## src/rtl/instr_fetch_responder_if.sv

```systemverilog
// Fetch-side bus bundle for instr_fetch_responder: the request/response
// handshake with the PC/fetch initiator, the flush strobe, and the
// synchronous instruction-memory read port.
//   slave  : the responder (drives req_ready, memory strobe, responses)
//   master : the initiator/memory side (drives requests, flush, mem_q, rsp_ready)
`timescale 1ns/1ps

interface instr_fetch_responder_if #(
   parameter int unsigned WORD_SIZE      = 32,
   parameter int unsigned MEM_ADDR_WIDTH = 16
);
   logic                      flush;
   logic                      req_valid;
   logic                      req_ready;
   logic [WORD_SIZE-1:0]      req_addr;
   logic [MEM_ADDR_WIDTH-1:0] mem_addr;
   logic                      mem_rden;
   logic [WORD_SIZE-1:0]      mem_q;
   logic                      rsp_valid;
   logic                      rsp_ready;
   logic [WORD_SIZE-1:0]      rsp_instr;
   logic [WORD_SIZE-1:0]      rsp_addr;
   logic                      rsp_fault;

   modport slave (
      input  flush, req_valid, req_addr, mem_q, rsp_ready,
      output req_ready, mem_addr, mem_rden, rsp_valid, rsp_instr, rsp_addr, rsp_fault
   );

   modport master (
      output flush, req_valid, req_addr, mem_q, rsp_ready,
      input  req_ready, mem_addr, mem_rden, rsp_valid, rsp_instr, rsp_addr, rsp_fault
   );
endinterface

```

## src/rtl/instr_fetch_responder.sv

```systemverilog
// Instruction fetch responder. Accepts in-order fetch addresses, reads the
// 1-cycle-latency instruction memory, and returns instructions through a
// 2-entry response FIFO. Request-to-response latency is 2 cycles; one
// response per cycle is sustained while the consumer keeps rsp_ready high.
//
// Occupancy (buffered entries + in-flight read) never exceeds 2, so the
// FIFO cannot overflow: a new request is only taken while occupancy is
// below 2, or when the head is popping in the same cycle.
//
// Optional feature macro: FETCH_MISALIGN_TRAP_EN
//   defined   : misaligned addresses are accepted without a memory read and
//               answered with rsp_fault=1 and a NOP instruction.
//   undefined : the low two address bits are ignored and rsp_fault is 0.
`timescale 1ns/1ps

module instr_fetch_responder #(
   parameter int unsigned          WORD_SIZE      = 32,
   parameter int unsigned          MEM_ADDR_WIDTH = 16,
   parameter logic [WORD_SIZE-1:0] NOP_INSTR      = 32'h00000013
) (
   input  logic                      clk,
   input  logic                      rst,
   instr_fetch_responder_if.slave    io_fetch
);

`ifdef FETCH_MISALIGN_TRAP_EN
   localparam logic C_TRAP_EN = 1'b1;
`else
   localparam logic C_TRAP_EN = 1'b0;
`endif

   // response FIFO storage
   logic [WORD_SIZE-1:0] r_buf_instr [2];
   logic [WORD_SIZE-1:0] r_buf_addr  [2];
   logic [1:0]           r_buf_fault;
   logic                 r_rd_ptr;
   logic                 r_wr_ptr;
   logic [1:0]           r_count;

   // the read issued last cycle whose data is on mem_q now
   logic                 r_inflight;
   logic [WORD_SIZE-1:0] r_if_addr;
   logic                 r_if_fault;

   logic [1:0]           w_occ;
   logic                 w_pop;
   logic                 w_push;
   logic                 w_req_ready;
   logic                 w_accept;
   logic                 w_misalign;
   logic [WORD_SIZE-1:0] w_push_instr;
   logic                 w_unused_addr_bits;

   assign w_occ       = r_count + {1'b0, r_inflight};
   assign w_pop       = (r_count != 2'd0) && io_fetch.rsp_ready;
   assign w_push      = r_inflight;
   assign w_req_ready = rst && !io_fetch.flush && ((w_occ < 2'd2) || w_pop);
   assign w_accept    = io_fetch.req_valid && w_req_ready;
   assign w_misalign  = C_TRAP_EN && (io_fetch.req_addr[1:0] != 2'b00);

   // High address bits alias onto the same memory word.
   assign w_unused_addr_bits = ^io_fetch.req_addr[WORD_SIZE-1:MEM_ADDR_WIDTH+2];

   // Faulted fetches never read memory, so their data slot is the NOP.
   assign w_push_instr = r_if_fault ? NOP_INSTR : io_fetch.mem_q;

   assign io_fetch.req_ready = w_req_ready;
   assign io_fetch.mem_addr  = io_fetch.req_addr[MEM_ADDR_WIDTH+1:2];
   assign io_fetch.mem_rden  = w_accept && !w_misalign;

   assign io_fetch.rsp_valid = (r_count != 2'd0);
   assign io_fetch.rsp_instr = r_buf_instr[r_rd_ptr];
   assign io_fetch.rsp_addr  = r_buf_addr[r_rd_ptr];
   assign io_fetch.rsp_fault = C_TRAP_EN & r_buf_fault[r_rd_ptr];

   // In-flight slot: latch the accepted request for its data-return cycle.
   always_ff @(posedge clk) begin
      if (!rst) begin
         r_inflight <= 1'b0;
         r_if_addr  <= '0;
         r_if_fault <= 1'b0;
      end else if (io_fetch.flush) begin
         r_inflight <= 1'b0;
      end else begin
         r_inflight <= w_accept;
         if (w_accept) begin
            r_if_addr  <= io_fetch.req_addr;
            r_if_fault <= w_misalign;
         end
      end
   end

   // FIFO pointers and count; flush drops everything including this cycle's push.
   always_ff @(posedge clk) begin
      if (!rst) begin
         r_rd_ptr <= 1'b0;
         r_wr_ptr <= 1'b0;
         r_count  <= 2'd0;
      end else if (io_fetch.flush) begin
         r_rd_ptr <= 1'b0;
         r_wr_ptr <= 1'b0;
         r_count  <= 2'd0;
      end else begin
         if (w_push) begin
            r_wr_ptr <= ~r_wr_ptr;
         end
         if (w_pop) begin
            r_rd_ptr <= ~r_rd_ptr;
         end
         case ({w_push, w_pop})
            2'b10:   r_count <= r_count + 2'd1;
            2'b01:   r_count <= r_count - 2'd1;
            default: r_count <= r_count;
         endcase
      end
   end

   // FIFO data: capture returning memory data (or fault NOP) at the tail.
   always_ff @(posedge clk) begin
      if (!rst) begin
         for (int i = 0; i < 2; i++) begin
            r_buf_instr[i] <= '0;
            r_buf_addr[i]  <= '0;
         end
         r_buf_fault <= 2'b00;
      end else if (w_push && !io_fetch.flush) begin
         r_buf_instr[r_wr_ptr] <= w_push_instr;
         r_buf_addr[r_wr_ptr]  <= r_if_addr;
         r_buf_fault[r_wr_ptr] <= r_if_fault;
      end
   end

   // A push into a full FIFO without a pop would lose an instruction.
   always_ff @(posedge clk) begin
      if (rst && !io_fetch.flush) begin
         assert (!(w_push && !w_pop && (r_count == 2'd2)));
      end
   end

endmodule
```

## src/flat_wrapper.sv

```systemverilog
// flat-port wrapper written by rule: the top's interface ports become plain ports
module instr_fetch_responder_flat 
#(
   parameter int unsigned          WORD_SIZE      = 32,
   parameter int unsigned          MEM_ADDR_WIDTH = 16,
   parameter logic [WORD_SIZE-1:0] NOP_INSTR      = 32'h00000013
)
  (clk, rst, io_fetch_flush, io_fetch_req_valid, io_fetch_req_addr, io_fetch_mem_q, io_fetch_rsp_ready, io_fetch_req_ready, io_fetch_mem_addr, io_fetch_mem_rden, io_fetch_rsp_valid, io_fetch_rsp_instr, io_fetch_rsp_addr, io_fetch_rsp_fault);
  instr_fetch_responder_if #(.WORD_SIZE(WORD_SIZE), .MEM_ADDR_WIDTH(MEM_ADDR_WIDTH)) io_fetch_i ();
  input  logic clk;
  input  logic rst;
  input wire logic [$bits(io_fetch_i.flush)-1:0] io_fetch_flush;
  input wire logic [$bits(io_fetch_i.req_valid)-1:0] io_fetch_req_valid;
  input wire logic [$bits(io_fetch_i.req_addr)-1:0] io_fetch_req_addr;
  input wire logic [$bits(io_fetch_i.mem_q)-1:0] io_fetch_mem_q;
  input wire logic [$bits(io_fetch_i.rsp_ready)-1:0] io_fetch_rsp_ready;
  output wire logic [$bits(io_fetch_i.req_ready)-1:0] io_fetch_req_ready;
  output wire logic [$bits(io_fetch_i.mem_addr)-1:0] io_fetch_mem_addr;
  output wire logic [$bits(io_fetch_i.mem_rden)-1:0] io_fetch_mem_rden;
  output wire logic [$bits(io_fetch_i.rsp_valid)-1:0] io_fetch_rsp_valid;
  output wire logic [$bits(io_fetch_i.rsp_instr)-1:0] io_fetch_rsp_instr;
  output wire logic [$bits(io_fetch_i.rsp_addr)-1:0] io_fetch_rsp_addr;
  output wire logic [$bits(io_fetch_i.rsp_fault)-1:0] io_fetch_rsp_fault;
  assign io_fetch_i.flush = io_fetch_flush;
  assign io_fetch_i.req_valid = io_fetch_req_valid;
  assign io_fetch_i.req_addr = io_fetch_req_addr;
  assign io_fetch_i.mem_q = io_fetch_mem_q;
  assign io_fetch_i.rsp_ready = io_fetch_rsp_ready;
  assign io_fetch_req_ready = io_fetch_i.req_ready;
  assign io_fetch_mem_addr = io_fetch_i.mem_addr;
  assign io_fetch_mem_rden = io_fetch_i.mem_rden;
  assign io_fetch_rsp_valid = io_fetch_i.rsp_valid;
  assign io_fetch_rsp_instr = io_fetch_i.rsp_instr;
  assign io_fetch_rsp_addr = io_fetch_i.rsp_addr;
  assign io_fetch_rsp_fault = io_fetch_i.rsp_fault;
  instr_fetch_responder #(.WORD_SIZE(WORD_SIZE), .MEM_ADDR_WIDTH(MEM_ADDR_WIDTH), .NOP_INSTR(NOP_INSTR)) u_core (.clk(clk), .rst(rst), .io_fetch(io_fetch_i));
endmodule
```

## config.mk

```make
export PLATFORM = sky130hd
export DESIGN_NAME = instr_fetch_responder_flat
export DESIGN_NICKNAME = d
export VERILOG_FILES = /design/src/rtl/instr_fetch_responder_if.sv /design/src/rtl/instr_fetch_responder.sv /design/src/flat_wrapper.sv
export SDC_FILE = /design/constraint.sdc
export NUM_CORES = 1
export LEC_CHECK = 0
export CORE_AREA = 2 2 130 132
export CTS_BUF_LIST = sky130_fd_sc_hd__clkbuf_8 sky130_fd_sc_hd__clkbuf_16
export DETAILED_ROUTE_END_ITERATION = 10
export DIE_AREA = 0 0 132 134
export PLACE_DENSITY = 0.76
export SLEW_MARGIN = 10
export SYNTH_ARGS = -nofsm -noshare
export SYNTH_HDL_FRONTEND = slang
export SYNTH_SLANG_ARGS = --single-unit
export TNS_END_PERCENT = 30
```

## constraint.sdc

```tcl
create_clock -name clk -period 4.33 [get_ports clk]
set_input_delay 1.299 -clock clk [delete_from_list [all_inputs] [get_ports clk]]
set_output_delay 1.299 -clock clk [all_outputs]
set_load 0.01 [all_outputs]
```

After elaboration in Yosys (flattened, before gate mapping)
Memory sizes are Yosys's and may differ from the RTL's. A register that Yosys moved wholly into a read port is not among the register bits.
Cells that the tools add are included.

word-level totals
  word-level logic and storage cells = 45
  memory bits (writable) = 128
  memories kept = 2
  register bits after elaboration = 37
  output and inout port bits = 84
  input bits = 69

cells by class
  equality and inequality tests = 2
  add/subtract/negate cells = 3
  mux-type cells = 15
  reduce and logical (&&, ||, !) cells = 13
  magnitude comparators = 1
  bitwise logic cells = 4

memory list
  memory              depth  bits a word  read ports  clocked after memory_dff  wr ports  line                         source
  u_core.r_buf_addr   2      32           1           1                         2         instr_fetch_responder.sv:34  logic [WORD_SIZE-1:0] r_buf_addr [2];
  u_core.r_buf_instr  2      32           1           1                         2         instr_fetch_responder.sv:33  logic [WORD_SIZE-1:0] r_buf_instr [2];

operator list
  operator             count
  $mux 32              2
  $reduce_or 32->1     2
  $mux 1               12
  $logic_and 1x1->1    5
  $not 1->1            4
  $pmux 2 s2           1
  $reduce_bool 2->1    2
  $add 2x1->2          1
  $add 2x1->2 const B  1
  $eq 2x1->1 const B   1
  $eq 2x2->1 const B   1
  $lt 2x2->1 const B   1
  $reduce_and 2->1     1
  $reduce_or 2->1      1
  $sub 2x1->2 const B  1
  $logic_not 1->1      1
  $logic_or 1x1->1     1

Longest topological paths before layout
Gate-level depths: netlist (run 1).

  depth after elaboration = 7
  depth in mapped cells = 7
  depth with buffers taken out = 5

Worst setup path after synthesis (run 1)
OpenSTA, ideal clock, no wires.

  kind = in2reg
  from = input port rst
  to = memory u_core.r_buf_addr[0][0], enable pin
  cell stages on the path = 6
  data arrival time = 3.562 ns
  path buffers = 3
  required time = 3.897 ns
  library setup time = 0.433 ns
  setup slack = 0.335 ns
  cells stage by stage = buf_4 -> nand2b_1 -> buf_6 -> nor3_1 -> buf_2 -> nand2b_1

RTL lines
  item         line                         source
  from (decl)  flat_wrapper.sv:11           input logic rst;
  to (decl)    instr_fetch_responder.sv:34

Worst setup path in the final report (run 1)
  from = input port io_fetch_rsp_ready
  to = output port io_fetch_req_ready

on the way
  word-level cells in the longest chain between the ends = 3

RTL lines
  item               line                         source
  from (decl)        flat_wrapper.sv:16           input wire logic [$bits(io_fetch_i.rsp_ready)-1:0] io_fetch_rsp_ready;
  $logic_and 1x1->1  instr_fetch_responder.sv:55  assign w_pop = (r_count != 2'd0) && io_fetch.rsp_ready;
  $logic_or 1x1->1   instr_fetch_responder.sv:57  assign w_req_ready = rst && !io_fetch.flush && ((w_occ < 2'd2) || w_pop);
  $logic_and 1x1->1  instr_fetch_responder.sv:57
  to (decl)          flat_wrapper.sv:17           output wire logic [$bits(io_fetch_i.req_ready)-1:0] io_fetch_req_ready;

Every way passes these cells.

==> results of run 1 <==
[critical path, delay by kind of cell]
family,cells,cell delay [ns]
buffers and inverters,2,1.07
and+or+nand+nor,1,0.24
AOI/OAI and AO/OA,1,0.24
[worst min-delay path by stage]
| stage | endpoint | slack (ns) | depth (start not counted) |
|---|---|---|---|
| after floorplan | u_core.r_if_addr[0] | 0.44 | 2 |
| final | u_core.r_if_addr[29] | 0.47 | 2 |
| after global routing | u_core.r_if_addr[22] | 0.49 | 2 |
| after detailed placement | u_core.r_if_addr[11] | 0.46 | 2 |
| after global placement | u_core.r_if_addr[27] | 0.45 | 2 |
| after CTS | u_core.r_if_addr[11] | 0.47 | 2 |
[per-layer routing]
layer,part of all wire,global-route usage
met5,0,0
met4,0.017,0.0676
met3,0.044,0.0431
met2,0.50,0.276
met1,0.44,0.198
[final cells by class]
cell class                      instances  area (um^2)
Tap cell                              220          275
Timing Repair Buffer                  159         1590
Clock buffer                           20          489
Sequential cell                       166         4610
Inverter                               37          139
Fill cell                            1315         6970
Multi-Input combinational cell        281         2150
Clock inverter                         12         60.1
[per-stage QoR]
stage | hold WS (ns) | util | setup TNS, ns | power, uW
6_report | 0.466 | 0.572 | 0 | 3460
5_1_grt | 0.488 | 0.572 | 0 | 3580
4_1_cts | 0.467 | 0.572 | 0 | 3500
3_5_place_dp | 0.459 | 0.538 | -0.0317 | 2110
3_3_place_gp | 0.448 | 0.538 | 0 | 2100
2_1_floorplan | 0.442 | - | 0 | 1960
[Yosys cell counts (all sizes together)]
cell type	n	area, um^2
a2111o	1	11.3
a211oi	1	7.51
a21oi	1	5.00
and2	128	801
and4bb	1	12.5
buf	32	258
clkbuf	15	56.3
conb	1	3.75
dfxtp	38	761
edfxtp	128	3840
ha	1	12.5
inv	37	139
mux2	64	721
mux2i	32	320
nand2	33	124
nand2b	3	18.8
nor2	4	15.0
nor2b	1	6.26
nor3	2	10.0
o21a	1	7.51
o21ai	1	5.00
or2	1	6.26
or3	1	6.26
xnor2	3	26.3
xor2	1	8.76
[sequential cells by signal (all words and copies together) (netlist names), named ones only]
| signal | flops |
|---|---|
| u_core.r_wr_ptr | 1 |
| u_core.r_count | 2 |
| u_core.r_buf_addr | 64 |
| u_core.r_rd_ptr | 1 |
| u_core.r_if_addr | 32 |
| u_core.r_buf_instr | 64 |
| u_core.r_inflight | 1 |
[cells by family (layout without fill, tap and decap cells)]
kind of cell | Yosys count | count (layout) | share of synthesized area
multiplexers | 96 | 96 | 0.145
AO/OA/AOI/OAI | 5 | 5 | 0.00505
AND/OR/NAND/NOR | 174 | 174 | 0.139
adder cells (fa/ha/maj) | 1 | 1 | 0.00174
flip-flops | 166 | 166 | 0.641
XOR/XNOR | 4 | 4 | 0.00488
other | 1 | 1 | 0.000522
buffers and inverters | 84 | 228 | 0.0630
[power groups by stage]
stage / Sequential [uW] / Clock (uW) / Combinational [uW]
finish: 1800 / 1390 / 277
global placement: 1830 / 0 / 277
global route: 1810 / 1480 / 298
floorplan: 1830 / 0 / 128
CTS: 1800 / 1420 / 282
detailed placement: 1830 / 0 / 281
[what timing repair did]
item | in CTS | in global routing
buffers inserted | 0 | 0
setup endpoints to repair | 1 | 0
gates resized for setup | 1 | 0
==> metrics.yaml, run 1 <==
outcome:
  outcome: "complete, no violations"
detailed_routing:
  initialDrtViolationCount: 196
  drt-wirelength-per-cell_um: 15.4
  routed_via_density: 4.69
  ant_nets: 0
  wirelength_um: 13800
  firstDrtPassIters: 6
  drc: 0
  vias: 4197
setup_path:
  cp_max_fo: 2
  cp_slowest_cell: "clkdlybuf4s50_1"
  cp_common_cell: "clkdlybuf4s50_1"
  critPathMaxStageDelay_ns: 0.58
  reg2reg_depth: 4
  path_class: "primary input to output pin"
  timing.rr.end: "u_core.r_buf_addr[0][27]"
  worstPathRequired_ns: 3.03
  crit_chain: "clkdlybuf4s50_1 > and4bb_1 > a211oi_1 > clkdlybuf4s50_1"
  startpoint: "io_fetch_rsp_ready"
  critPathArrivalTime_ns: 2.84
  r2r_slack_ns: 2.54
  critPathCaptureType: "output pin"
  worst_setup_path_start_kind: "primary input"
  crit_end: "io_fetch_req_ready"
  r2r-start: "u_core.r_inflight"
clock_tree:
  cts_tree: "built"
  cts_buffers: 17
  cts.hold.buffers_added: 0
  clk_path_buf_depth: 2
  insertion_delay_ns: 0.42
  htreeDepth: 4
  path_clk_slew_ns: 0.06
  cts_root_buffer: "clkbuf_16"
  numClockSinks: 166
global_route:
  grtUsageTotal: 0.163
  antenna_found_initial: 0
  grt_max_degree: 65
  overflow: 0
  grt_pass1_wl_um: 22100
  grt_pass1_vias: 4446
power:
  p_clk_frac: 0.400
  powerDensity_nw_per_um2: 372
  p_sw_frac: 0.209
  switchingPower_uw: 724
  intPower_uw: 2740
  leakagePower_uw: 0.00378
  pwr-share-comb: 0.080
  seqPwrFrac: 0.519
  ir_worst_vdd_mv: 0.262
logic_synthesis:
  ys_seq_area_frac: 0.641
  synthesis.nets: 601
  synth_warnings: 0
  synthDistinctLibCells: 29
  ys_ff_latch: 166
  avgSynthCellArea_um2: 13.5
  netlist_area_um2: 7190
  syn_inst: 531
timing:
  timing.final.ws_setup_ns: 0.193
  slew_violations: 0
  post-route-period-util: 0.955
  maxSlewHeadroom: 0.393
  fin_crit_ns: 4.14
  finalSetupViolations: 0
  finalClockSkew_ns: 0.00639
  grt_setup_unrepaired: "no"
  finalHoldViolations: 0
  worstMarginPinSlew_ns: 0.911
  max_freq_mhz: 242
floorplanning:
  ios: 153
  fp.dieArea_um2: 17700
  rows: 47
  die_h_um: 134
  die_w_um: 132
  start_util: 0.441
  coreArea_um2: 16300
placed_design:
  dpl_cell_area_um2: 8770
  dp_slack_ns: -0.0317
  io_buffer_count: 151
  place_congestion: 0.742
  dp_hpwl_um: 8300
  dp_cells: 863
flow_run:
  cap_violations: 0
worst_hold_path:
  hold_start: "u_core.r_if_addr[29]"
  hold_path_class: "flop to flop"
final_layout:
  nets: 732
  design_area_um2: 9320
  area_growth_pct: 29.7
  fin_cells: 895
  drive_above_1_share: 0.160
  layout_commonest_cell: "clkdlybuf4s50_1"
  layout_common_cells: "clkdlybuf4s50_1, and2_1, edfxtp_1, mux2_2, inv_1"
  n_antenna_cell: 0
Note: power is estimated with default switching activity, not from simulation.
==> run 2, diff against run 1 <==
==> constraint.sdc (replaced) <==
create_clock -name clk -period 4.33 [get_ports clk]
set_input_delay 1.299 -clock clk [delete_from_list [all_inputs] [get_ports clk]]
set_output_delay 1.299 -clock clk [all_outputs]
set_load 0.05 [all_outputs]
==> metrics.yaml, run 2 (synthesis gave the netlist of run 1 again) <==
outcome:
  outcome: "complete, no violations"
setup_path:
  reg2reg_depth: 4  # unchanged
  path_class: "primary input to output pin"
  worstPathRequired_ns: 3.03  # about the same
  critPathArrivalTime_ns: 2.75  # -0.09 ns
  worst_setup_path_start_kind: "primary input"
  critPathCaptureType: "output pin"
  timing.rr.end: "u_core.r_buf_addr[0][27]"
  r2r-start: "u_core.r_inflight"
  r2r_slack_ns: 2.44  # -0.10 ns
  cp_max_fo: 3  # +1
timing:
  grt_setup_unrepaired: "no"
  fin_setup_tns_ns: 0  # unchanged
  finalClockSkew_ns: 0.00684  # +0.000454 ns
  max_freq_mhz: 247  # +2.3%
  finalSetupViolations: 0  # unchanged
  maxSlewHeadroom: 0.394  # +0.00104
  timing.final.ws_setup_ns: 0.285  # +0.0914 ns
  finalHoldViolations: 0  # unchanged
  worstMarginPinSlew_ns: 0.909  # -0.00155 ns
  slew_violations: 0  # unchanged
  fin_crit_ns: 4.05  # -0.0914 ns
  post-route-period-util: 0.934  # -0.0211
clock_tree:
  ctsResizeCount: 0  # -1
  insertion_delay_ns: 0.41  # about the same
  cts_root_buffer: "clkbuf_16"
  cts_tree: "built"
  cts_buffers: 17  # unchanged
  path_clk_slew_ns: 0.06  # about the same
  clk_path_buf_depth: 2  # unchanged
  numClockSinks: 166  # unchanged
  cts_setup_buffers: 0  # unchanged
  htreeDepth: 4  # unchanged
  cts.hold.buffers_added: 0  # unchanged
final_layout:
  area_growth_pct: 30.0
  drive_above_1_share: 0.165  # +0.00469
  fillers: 1327  # +0.91%
  layout_common_cells: "clkdlybuf4s50_1, and2_1, edfxtp_1, mux2_2, inv_1"
  postLayoutCoreUtil: 0.573  # +0.00154
  design_area_um2: 9340  # +0.27%
  layout_commonest_cell: "clkdlybuf4s50_1"
  fin_cells: 894  # -0.11%
  nets: 731  # -0.14%
  n_antenna_cell: 0  # unchanged
  reg_top3: "u_core.r_buf_addr: 64 flops, u_core.r_buf_instr: 64 flops, u_core.r_if_addr: 32 flops"
detailed_routing:
  drc: 0  # unchanged
  initialDrtViolationCount: 184  # -6.1%
  routed_via_density: 4.68  # -0.27%
  ant_nets: 0  # unchanged
  vias: 4181  # -0.38%
  wirelength_um: 13700  # -1.1%
  firstDrtPassIters: 7  # +1
  drt-wirelength-per-cell_um: 15.3  # -0.97%
global_route:
  grt_pass1_wl_um: 22200  # +0.15%
  grt_pass1_vias: 4379  # -1.5%
  antenna_found_initial: 0  # unchanged
  grt_max_degree: 65  # unchanged
  top_usage_layer: "met2"
  overflow: 0  # unchanged
  use_met1: 0.204  # +0.00601
  grtUsageTotal: 0.162  # -0.000548
  use_met3: 0.0359  # -0.00718
  grt_util_met2: 0.276  # unchanged
placed_design:
  dp_slack_ns: 0.290  # +0.322 ns
  dp_cells: 862  # -0.12%
  place_congestion: 0.744  # +0.20%
  dp_hpwl_um: 8240  # -0.67%
  io_buffer_count: 151  # unchanged
  dpl_cell_area_um2: 8780  # +0.14%
worst_hold_path:
  worstHoldEndpoint: "u_core.r_if_addr[20]"
  min_path_cells: 2  # unchanged
  hold_start: "u_core.r_if_addr[20]"
  hold_path_class: "flop to flop"
flow_run:
  cap_violations: 0  # unchanged
floorplanning:
  rows: 47  # unchanged
  die_h_um: 134  # unchanged
  coreArea_um2: 16300  # unchanged
  die_w_um: 132  # unchanged
  fp.dieArea_um2: 17700  # unchanged
  start_util: 0.441  # unchanged
  ios: 153  # unchanged
power:
  ir_worst_vdd_mv: 0.265  # +0.83%
  powerDensity_nw_per_um2: 384  # +3.4%
  leakagePower_uw: 0.00377  # -0.38%
-- run 2: cell types whose count changed in the layout (fill, tap and decap cells not counted), sizes merged --
cell,change
buf,+1
dlygate4sd2,-1
clkinv,-2
clkinvlp,+3
inv,-4
clkbuf,+3
clkdlybuf4s50,-1
-- run 2: worst max-delay path, cell delays in order --
cell             delay [ns]
clkdlybuf4s50_1        0.51
and4bb_1               0.25
a2111o_2               0.45
inv_1                  0.10
buf_12                 0.14
-- run 2: layer usage --
layer	vias to the layer above	routed length (um)	part of all wire
met5	-	0	0
met2	119	6770	0.50
met1	2016	6160	0.45
li1	2033	-	-
met4	0	198	0.014
met3	13	538	0.039
-- run 2: worst max path at each step --
stage	start	end	slack, ns	cells after the start
floorplan	rst	io_fetch_req_ready	0.26	4
detailed placement	io_fetch_rsp_ready	io_fetch_mem_rden	0.29	5
global placement	io_fetch_rsp_ready	io_fetch_mem_rden	0.32	5
global route	io_fetch_rsp_ready	io_fetch_mem_rden	0.25	5
finish	io_fetch_rsp_ready	io_fetch_mem_rden	0.28	5
CTS	io_fetch_rsp_ready	io_fetch_mem_rden	0.29	5
-- run 2: final cells by class --
cell class                 instances  area (um^2)  area share
timing repair buffer             158         1600       0.172
sequential                       166         4610       0.493
tap                              220          275      0.0295
clock inverter                     9         52.6     0.00563
clock buffer                      23          508      0.0544
inverter                          37          139      0.0149
multi-input combinational        281         2150       0.231
-- run 2: per-stage QoR --
| step | power, uW | hold slack (ns) |
|---|---|---|
| floorplan | 2070 | 0.442 |
| global placement | 2220 | 0.449 |
| detailed placement | 2230 | 0.458 |
| CTS | 3620 | 0.467 |
| global route | 3710 | 0.489 |
| finish | 3590 | 0.462 |
-- run 2: where the power goes --
group	internal, uW	total, uW	switching [uW]
combinational	163	394	232
sequential	1770	1800	24.0
clock	818	1400	579
total	2760	3590	835
